$ cat config.mk
export PLATFORM = sky130hd
export DESIGN_NAME = max_det_feeder_flat
export DESIGN_NICKNAME = d
export VERILOG_FILES = /design/src/rtl/max_det_feeder_pkg.sv /design/src/rtl/max_det_feeder_if.sv /design/src/rtl/max_det_feeder_sync_fifo.sv /design/src/rtl/max_det_feeder.sv /design/src/flat_wrapper.sv
export SDC_FILE = /design/constraint.sdc
export NUM_CORES = 1
export LEC_CHECK = 0
export ABC_AREA = 1
export BUFFER_PORTS_ARGS = -buffer_cell sky130_fd_sc_hd__buf_4
export CAP_MARGIN = 5
export CORE_MARGIN = 4
export CORE_UTILIZATION = 50
export CTS_CLUSTER_SIZE = 30
export DETAILED_ROUTE_END_ITERATION = 8
export GPL_TIMING_DRIVEN = 0
export PLACE_DENSITY = 0.69
export RECOVER_POWER = 50
export SLEW_MARGIN = 10
export SYNTH_ARGS = -nofsm -noshare
export SYNTH_HDL_FRONTEND = slang
export SYNTH_SLANG_ARGS = --single-unit
$ cat constraint.sdc
create_clock -name clk -period 3 [get_ports clk]
set_input_delay 0.75 -clock clk [delete_from_list [all_inputs] [get_ports clk]]
set_output_delay 0.75 -clock clk [all_outputs]
set_load 0.02 [all_outputs]
$ cat src/rtl/max_det_feeder_pkg.sv
// Shared definitions for the max_det_feeder slice.
//   feeder_state_e : pacing FSM states (IDLE, LEAD, SLOT, GAP)
//   DATA_W_DEF     : default sample width, equal to the detector inpB width
//   FRAME_LEN_W    : width of the frame sample counter and frame_len output
//   sat_inc()      : saturating increment for the frame sample counter
package max_det_feeder_pkg;

    localparam int DATA_W_DEF  = 32;
    localparam int FRAME_LEN_W = 16;

    typedef enum logic [1:0] {
        IDLE = 2'd0,
        LEAD = 2'd1,
        SLOT = 2'd2,
        GAP  = 2'd3
    } feeder_state_e;

    // Sticks at all-ones instead of wrapping to zero.
    function automatic logic [FRAME_LEN_W-1:0] sat_inc(input logic [FRAME_LEN_W-1:0] v);
        return (v == '1) ? v : v + 1'b1;
    endfunction

endpackage

$ cat src/rtl/max_det_feeder_if.sv
// Sample stream into the feeder (valid/ready with an end-of-frame marker).
//   s_valid : sample valid
//   s_ready : feeder can accept a sample this cycle
//   s_data  : sample value
//   s_last  : sample closes the current frame
// Modports: master = upstream source, slave = the feeder.
interface max_det_feeder_if
    import max_det_feeder_pkg::*;
#(
    parameter int DATA_W = DATA_W_DEF
);
    logic              s_valid;
    logic              s_ready;
    logic [DATA_W-1:0] s_data;
    logic              s_last;

    modport master (output s_valid, output s_data, output s_last, input s_ready);
    modport slave  (input s_valid, input s_data, input s_last, output s_ready);
endinterface

$ cat src/rtl/max_det_feeder_sync_fifo.sv
// Show-ahead synchronous FIFO.
//   clk, reset : clock, asynchronous active-high reset (pointers only)
//   push, din  : write din when push && !full
//   pop        : drop the head when pop && !empty
//   dout       : current head, combinational
//   dout_next  : entry behind the head, combinational (valid when has_next)
//   full/empty : occupancy flags
//   has_next   : at least two entries are stored
// Pointers carry one extra wrap bit so full and empty are distinguishable.
module sync_fifo #(
    parameter int WIDTH = 33,
    parameter int DEPTH = 4
) (
    input  logic             clk,
    input  logic             reset,
    input  logic             push,
    input  logic             pop,
    input  logic [WIDTH-1:0] din,
    output logic [WIDTH-1:0] dout,
    output logic [WIDTH-1:0] dout_next,
    output logic             full,
    output logic             empty,
    output logic             has_next
);
    localparam int AW = $clog2(DEPTH);

    logic [WIDTH-1:0] mem [DEPTH];
    logic [AW:0]      wr_ptr;
    logic [AW:0]      rd_ptr;
    logic [AW:0]      rd_ptr_nxt;

    assign rd_ptr_nxt = rd_ptr + 1'b1;
    assign empty      = (wr_ptr == rd_ptr);
    assign full       = (wr_ptr[AW] != rd_ptr[AW]) && (wr_ptr[AW-1:0] == rd_ptr[AW-1:0]);
    assign has_next   = !empty && (rd_ptr_nxt != wr_ptr);
    assign dout       = mem[rd_ptr[AW-1:0]];
    assign dout_next  = mem[rd_ptr_nxt[AW-1:0]];

    // NOTE: the storage array is deliberately not reset; the pointers alone
    // define which entries are valid, and a reset-free array maps onto RAM.
    always_ff @(posedge clk) begin
        if (push && !full)
            mem[wr_ptr[AW-1:0]] <= din;
    end

    // NOTE: sequential state uses non-blocking assignments so every register
    // samples pre-edge values regardless of statement order.
    always_ff @(posedge clk or posedge reset) begin
        if (reset) begin
            wr_ptr <= '0;
            rd_ptr <= '0;
        end else begin
            if (push && !full)
                wr_ptr <= wr_ptr + 1'b1;
            if (pop && !empty)
                rd_ptr <= rd_ptr_nxt;
        end
    end
endmodule

$ cat src/rtl/max_det_feeder.sv
// Upstream feeder for the ALU-based largest-value detector.
// Buffers a valid/ready sample stream and paces the detector's dv/inpB pair:
// one lead slot for the detector's IDLE->LOAD step, each sample held for a
// LOAD/WAIT/STORE slot, and dv dropped after every frame so the detector
// reports the frame maximum.
//   clk, reset  : clock, asynchronous active-high reset
//   s           : sample stream (slave modport)
//   dv          : data valid to detector, registered
//   data_out    : sample to detector inpB, registered
//   frame_done  : 1-cycle pulse on the first GAP cycle
//   frame_len   : sample count of the last completed frame (saturating)
//   underrun    : 1-cycle pulse when a slot ends with no next sample buffered
module max_det_feeder
    import max_det_feeder_pkg::*;
#(
    parameter int DATA_W     = DATA_W_DEF,
    parameter int FIFO_DEPTH = 4,
    parameter int SLOT_CYC   = 3,
    parameter int LEAD_CYC   = 1,
    parameter int GAP_CYC    = 1
) (
    input  logic                   clk,
    input  logic                   reset,
    max_det_feeder_if.slave        s,
    output logic                   dv,
    output logic [DATA_W-1:0]      data_out,
    output logic                   frame_done,
    output logic [FRAME_LEN_W-1:0] frame_len,
    output logic                   underrun
);
    localparam int CNT_MAX = (LEAD_CYC > SLOT_CYC)
                           ? ((LEAD_CYC > GAP_CYC) ? LEAD_CYC : GAP_CYC)
                           : ((SLOT_CYC > GAP_CYC) ? SLOT_CYC : GAP_CYC);
    localparam int CNT_W   = (CNT_MAX > 1) ? $clog2(CNT_MAX) : 1;

    localparam logic [CNT_W-1:0] SLOT_INIT = CNT_W'(SLOT_CYC - 1);
    localparam logic [CNT_W-1:0] GAP_INIT  = CNT_W'(GAP_CYC - 1);
    localparam logic [CNT_W-1:0] LEAD_INIT = (LEAD_CYC > 0) ? CNT_W'(LEAD_CYC - 1) : '0;

    feeder_state_e          state;
    logic [CNT_W-1:0]       cnt;
    logic [FRAME_LEN_W-1:0] count;
    logic                   cur_last;   // last flag of the sample on data_out

    logic              fifo_push;
    logic              fifo_pop;
    logic              fifo_full;
    logic              fifo_empty;
    logic              fifo_has_next;
    logic [DATA_W:0]   fifo_dout;
    logic [DATA_W:0]   fifo_next;
    logic              slot_end;

    assign s.s_ready = !fifo_full;
    assign fifo_push = s.s_valid && !fifo_full;
    assign slot_end  = (state == SLOT) && (cnt == '0);
    // The head stays buffered for its whole slot and is popped only when it
    // is retired; an underrun leaves it in place so it is replayed.
    assign fifo_pop  = slot_end && (cur_last || fifo_has_next);

    sync_fifo #(
        .WIDTH (DATA_W + 1),
        .DEPTH (FIFO_DEPTH)
    ) u_fifo (
        .clk       (clk),
        .reset     (reset),
        .push      (fifo_push),
        .pop       (fifo_pop),
        .din       ({s.s_last, s.s_data}),
        .dout      (fifo_dout),
        .dout_next (fifo_next),
        .full      (fifo_full),
        .empty     (fifo_empty),
        .has_next  (fifo_has_next)
    );

    always_ff @(posedge clk or posedge reset) begin
        if (reset) begin
            state      <= IDLE;
            cnt        <= '0;
            count      <= '0;
            cur_last   <= 1'b0;
            dv         <= 1'b0;
            data_out   <= '0;
            frame_done <= 1'b0;
            frame_len  <= '0;
            underrun   <= 1'b0;
        end else begin
            frame_done <= 1'b0;
            underrun   <= 1'b0;
            unique case (state)
                IDLE: begin
                    if (!fifo_empty) begin
                        dv                   <= 1'b1;
                        {cur_last, data_out} <= fifo_dout;
                        if (LEAD_CYC == 0) begin
                            state <= SLOT;
                            cnt   <= SLOT_INIT;
                        end else begin
                            state <= LEAD;
                            cnt   <= LEAD_INIT;
                        end
                    end
                end
                LEAD: begin
                    if (cnt == '0) begin
                        state <= SLOT;
                        cnt   <= SLOT_INIT;
                    end else begin
                        cnt <= cnt - 1'b1;
                    end
                end
                SLOT: begin
                    if (cnt != '0) begin
                        cnt <= cnt - 1'b1;
                    end else if (cur_last) begin
                        state      <= GAP;
                        cnt        <= GAP_INIT;
                        dv         <= 1'b0;
                        frame_done <= 1'b1;
                        frame_len  <= sat_inc(count);
                        count      <= '0;
                    end else if (fifo_has_next) begin
                        {cur_last, data_out} <= fifo_next;
                        count                <= sat_inc(count);
                        cnt                  <= SLOT_INIT;
                    end else begin
                        // Replaying the same sample cannot change the maximum.
                        underrun <= 1'b1;
                        cnt      <= SLOT_INIT;
                    end
                end
                GAP: begin
                    if (cnt == '0)
                        state <= IDLE;
                    else
                        cnt <= cnt - 1'b1;
                end
            endcase
        end
    end
endmodule
$ cat src/flat_wrapper.sv
// flat-port wrapper written by rule: the top's interface ports become plain ports
module max_det_feeder_flat import max_det_feeder_pkg::*;
#(
    parameter int DATA_W     = DATA_W_DEF,
    parameter int FIFO_DEPTH = 4,
    parameter int SLOT_CYC   = 3,
    parameter int LEAD_CYC   = 1,
    parameter int GAP_CYC    = 1
)
  (clk, reset, dv, data_out, frame_done, frame_len, underrun, s_s_valid, s_s_data, s_s_last, s_s_ready);
  max_det_feeder_if #(.DATA_W(DATA_W)) s_i ();
  input  logic clk;
  input  logic reset;
  output logic dv;
  output logic [DATA_W-1:0] data_out;
  output logic frame_done;
  output logic [FRAME_LEN_W-1:0] frame_len;
  output logic underrun;
  input wire logic [$bits(s_i.s_valid)-1:0] s_s_valid;
  input wire logic [$bits(s_i.s_data)-1:0] s_s_data;
  input wire logic [$bits(s_i.s_last)-1:0] s_s_last;
  output wire logic [$bits(s_i.s_ready)-1:0] s_s_ready;
  assign s_i.s_valid = s_s_valid;
  assign s_i.s_data = s_s_data;
  assign s_i.s_last = s_s_last;
  assign s_s_ready = s_i.s_ready;
  max_det_feeder #(.DATA_W(DATA_W), .FIFO_DEPTH(FIFO_DEPTH), .SLOT_CYC(SLOT_CYC), .LEAD_CYC(LEAD_CYC), .GAP_CYC(GAP_CYC)) u_core (.clk(clk), .reset(reset), .s(s_i), .dv(dv), .data_out(data_out), .frame_done(frame_done), .frame_len(frame_len), .underrun(underrun));
endmodule
After elaboration in Yosys (flattened, before gate mapping)
Memories as Yosys holds them, arrays and structs flattened.
Cells that the tools add are included.

storage, ports and cells
  register bits = 78
  memory bits (writable) = 132
  input port bits = 36
  word-level logic and storage cells = 93
  memories kept = 1

memories
  memory             depth  width  rd ports  clocked after memory_dff  wr ports  RTL line                        text
  u_core.u_fifo.mem  4      33     2         0                         1         max_det_feeder_sync_fifo.sv:27  logic [WIDTH-1:0] mem [DEPTH];

operators by class
  add/sub/neg operators = 4
  equality and inequality tests = 16
  muxes and demuxes = 38
  bitwise operators = 1
  reduce and logical (&&, ||, !) cells = 22

operators with widths
  cell                     number
  $mux W32                 4
  $pmux W32 S2             1
  $mux W16                 3
  $mux W2                  10
  $add A16 B1 Y16 const B  1
  $eq A16 B16 Y1 const B   1
  $mux W1                  16
  $pmux W2 S4              2
  $reduce_and A5 Y1        2
  $reduce_and A3 Y1        3
  $ne A2 B1 Y1 const B     4
  $ne A2 B2 Y1 const B     4
  $logic_and A1 B1 Y1      7
  $add A3 B1 Y3 const B    2
  $reduce_bool A2 Y1       3
  $eq A2 B2 Y1 const B     2
  $logic_not A2 Y1         2
  $pmux W1 S2              2
  $reduce_and A4 Y1        1
  $eq A3 B3 Y1             1
  $ne A3 B3 Y1             1
  $eq A2 B1 Y1 const B     1
  $eq A2 B2 Y1             1
  $logic_not A1 Y1         2
  5 further kinds          5

Longest topological paths before layout
  depth after elaboration = 7
  gate-level depth with buffers = 12
  depth with buffers taken out = 11

Hierarchy
From an unflattened synthesis, not the netlist that was laid out.

second synthesis, totals
  cell total of the unflattened synthesis = 1122
  area total of the unflattened synthesis = 10307.4 um2

modules (own cells, without submodules)
  module          times used  cells an instance  area each (um2)
  sync_fifo       1           582                6328.6
  max_det_feeder  1           540                3978.8

Worst setup path before layout
No wires, ideal clock.

  path kind = register to register
  start = register u_core.u_fifo.wr_ptr[1]
  end = memory u_core.u_fifo.mem[3][0], enable pin
  data arrival time = 2.512 ns
  required time = 2.574 ns
  slack = 0.063 ns
  stages on the path, launching flop included = 7
  buffers on the path = 0
  clock period less this slack = 2.937 ns
  path through = dfrtp_1 > inv_1 > nand2_1 > nand2_2 > nand4_1 > nand2_2 > nor2_1

on the way
  longest elaborated chain between the ends = 7

ends and longest elaborated chain
  element                          RTL line                        text
  from (decl)                      max_det_feeder_sync_fifo.sv:28  logic [AW:0] wr_ptr;
  from (signal assigned)           max_det_feeder_sync_fifo.sv:54  wr_ptr <= wr_ptr + 1'b1;
  $eq A2 B2 Y1 *                   max_det_feeder_sync_fifo.sv:34  assign full = (wr_ptr[AW] != rd_ptr[AW]) && (wr_ptr[AW-1:0] == rd_ptr[AW-1:0]);
  $logic_and A1 B1 Y1 *            max_det_feeder_sync_fifo.sv:34
  $logic_not A1 Y1 *               -
  named net s_s_ready              flat_wrapper.sv:22              output wire logic [$bits(s_i.s_ready)-1:0] s_s_ready;
  $logic_and A1 B1 Y1              max_det_feeder.sv:55            assign fifo_push = s.s_valid && !fifo_full;
  $logic_and A1 B1 Y1 *            max_det_feeder_sync_fifo.sv:42  if (push && !full)
  $mux W1 *                        max_det_feeder_sync_fifo.sv:42
  $mux W1 (implied by the code) *  max_det_feeder_sync_fifo.sv:43  mem[wr_ptr[AW-1:0]] <= din;
  to (decl)                        max_det_feeder_sync_fifo.sv:27

The timed path passes the listed nets; every way through them passes the cells marked *.

Worst setup path after layout
  start = register u_core.u_fifo.rd_ptr[1]
  end = output s_s_ready

on the way
  longest elaborated chain between the ends = 3

ends and longest elaborated chain
  element                 RTL line                        text
  from (decl)             max_det_feeder_sync_fifo.sv:29  logic [AW:0] rd_ptr;
  from (signal assigned)  max_det_feeder_sync_fifo.sv:56  rd_ptr <= rd_ptr_nxt;
  $eq A2 B2 Y1            max_det_feeder_sync_fifo.sv:34
  $logic_and A1 B1 Y1     max_det_feeder_sync_fifo.sv:34
  $logic_not A1 Y1        max_det_feeder.sv:54            assign s.s_ready = !fifo_full;
  to (decl)               flat_wrapper.sv:22

Every way passes these cells.

==> flow_metrics.tcl <==
set metrics [dict create \
    outcome "complete, no violations" \
    grt_overflow 0 \
    layout_min_cycle_time_ns 2.38 \
    yosys-top-cells-area "edfxtp_1 39%, dfrtp_1 19%, nand2_1 18%" \
    critPathCaptureType "output port" \
    nNetsFinal 1333 \
    min_path_type "in -> async" \
    ctsHoldBuffers 0 \
    relSlewSlack_pct 24.1 \
    cts_tree "built" \
    cts_resized 0 \
    cpMostUsedCell "nand2_1" \
    yosys_warnings 0 \
    cts.sinks 210 \
    grt_max_degree 59 \
    grt_usage_pct 22.9 \
    path_class "reg -> out" \
    p_leak_nw 5.34 \
    ant_nets 0 \
    synth_top_area_cell "edfxtp_1" \
    vias_per_cell 5.39 \
    ctsHtreeMaxLevel 1 \
    core_mm2 0.0202 \
    crit_chain "inv_2 > nand2_1 > nand2_1 > nand4_1 > buf_4" \
    postLayoutCellArea_mm2 0.0119 \
    cpPeakStageDelay_ns 0.46 \
    diodes 0 \
    clock_latency_ns 0.51 \
    fillCellCount 1797 \
    arrival_ns 1.63 \
    drive_gt1_share_pct 11.1 \
    rows 52 \
    multi_input_area_mm2 0.00391 \
    post_cts_buffers 0 \
    drt_iter0_drc 666 \
    io_buffer_count 87 \
    ys_ff_latch 210 \
    worstPathMaxFanout 5 \
    synth_seq_area_share_pct 57.5 \
    dp_hpwl_um 17700 \
    critical_path.startpoint_type "flip-flop" \
    cts-root-buf "clkbuf_16" \
    hold_viol_final 0 \
    tightest_slew_ns 1.13 \
    numCtsBuffers 23 \
    final_core_util_pct 59.0 \
    vias 8475 \
    vdd_drop_max_v 0.000680 \
    grt_antenna_before_repair 0 \
    synth_cell_types 31 \
    netlist_area_mm2 0.0103 \
    dieArea_mm2 0.0229 \
    power.density_mw_per_mm2 1130 \
    start_util_pct 50.8 \
    min_period_over_period_pct 79.3 \
    drv_slew 0 \
    grt_pass1_wl_um 41400 \
    drc 0 \
    die_w_um 151 \
    synth_edf_count 132 \
    syn_nets 1216 \
    first_global_vias 8177 \
    netlist_top_cells_count "503 x nand2_1, 242 x nand3_1, 132 x edfxtp_1, 78 x dfrtp_1, 33 x buf_2" \
    gp_congestion 0.860 \
    clockBufferDepth 3 \
    p_total_mw 13.5 \
    max_freq_mhz 420 \
    crit_slowest_cell "dfrtp_1" \
    syn_to_final_growth_pct 16.2 \
    first_pass_iters 5 \
    die_h_um 151 \
    ioPinCount 88 \
    worstPathRequired_ns 2.25 \
    clock_skew_ns 0.00860 \
    seqCellArea_mm2 0.00592 \
    async_reset_ff_share_pct 37.1 \
    synth_top_flop_cell "edfxtp_1" \
    avgSynthCellArea_um2 8.81 \
    synthCells 1167 \
    place_area_mm2 0.0114 \
    synth_most_common_cell "nand2_1" \
    synth_top_area_share_pct 38.6 \
    rsz0062_at_grt "false" \
    wire_per_inst_um 16.7 \
    drv_cap 0 \
    path_clk_slew_ns 0.06 \
    finalSetupViolCount 0 \
    routed_wl_um 26300 \
]
-- sequential cells by signal, summed over array words and instances, names as in the netlist --
register and cells:
u_core.dv 1, u_core.state 2, u_core.frame_done 1, u_core.frame_len 16, u_core.data_out 32, u_core.count 16
u_core.u_fifo.mem 132, u_core.underrun 1, u_core.cur_last 1, u_core.u_fifo.rd_ptr 3, u_core.cnt 2, u_core.u_fifo.wr_ptr 3
-- cell usage in the layout (no fill, tap or decap), drive strengths merged --
cell,count
clkinvlp,1
nand3,245
ha,13
a21oi,5
clkbuf,102
or2,2
nand2,515
xnor2,3
bufinv,3
xor2,6
o21ai,20
dfrtp,78
nand4,6
nand3b,4
clkinv,8
edfxtp,132
nor2,37
o211ai,2
buf,83
inv,36
-- kinds of logic after synthesis --
logic type      count (synthesis)  share of synthesized area, %
xor+xnor                        9                         0.767
buf+inv                        99                          4.53
simple gates                  809                          34.2
flops                         210                          57.5
fa+ha+maj                      13                          1.58
compound gates                 27                          1.40
-- through the flow --
step | std cells | hold slack [ns] | setup slack [ns] | TNS (ns)
finish | 1571 | 0.465 | 0.620 | 0
global route | 1571 | 0.482 | 0.480 | 0
CTS | 1571 | 0.205 | 0.547 | 0
detailed placement | 1529 | 0.460 | 0.772 | 0
global placement | 1524 | 0.457 | -1.12 | -216.94
floorplan | 1167 | 0.483 | 0.0626 | 0
-- routing by layer --
layer,vias to the layer above,wire [um],global-route usage (%)
met4,0,810,8.84
met3,59,1880,3.35
met5,-,0,0
met1,3951,10800,29.2
li1,4118,-,-
met2,347,12900,39.5
-- cell type report --
cell class	instances	area share, %
tap	270	2.83
sequential	210	49.5
inverter	36	1.14
timing repair buffer	92	4.70
buffer	63	2.77
clock inverter	12	1.11
clock buffer	30	5.21
multi-input combinational	858	32.7
-- worst max-delay path, delay by kind of cell, from the launching register on --
kind	cells	cell delay, ns
flip-flops	1	0.46
buffers and inverters	2	0.34
AND/OR/NAND/NOR	3	0.34
-- path summary, 6_finish.rpt --
| path | startpoint | end | slack (ns) | depth (start not counted) |
|---|---|---|---|---|
| min | reset | u_core.state[0] | 0.47 | 2 |
| max | u_core.u_fifo.rd_ptr[1] | s_s_ready | 0.62 | 5 |
| max reg2reg | u_core.u_fifo.rd_ptr[1] | u_core.u_fifo.mem[1][17] | 0.65 | 7 |
| max in group asynchronous | reset | u_core.data_out[12] | 1.75 | 3 |
| min in group clk | u_core.data_out[25] | u_core.data_out[25] | 0.47 | 2 |
| min reg2reg | u_core.data_out[25] | u_core.data_out[25] | 0.47 | 2 |
-- where the power goes --
part,internal (mW),switching (mW)
combinational,2.06,4.43
sequential,3.86,0.379
clock,1.71,1.09
Power figures use the tool's default switching activity.
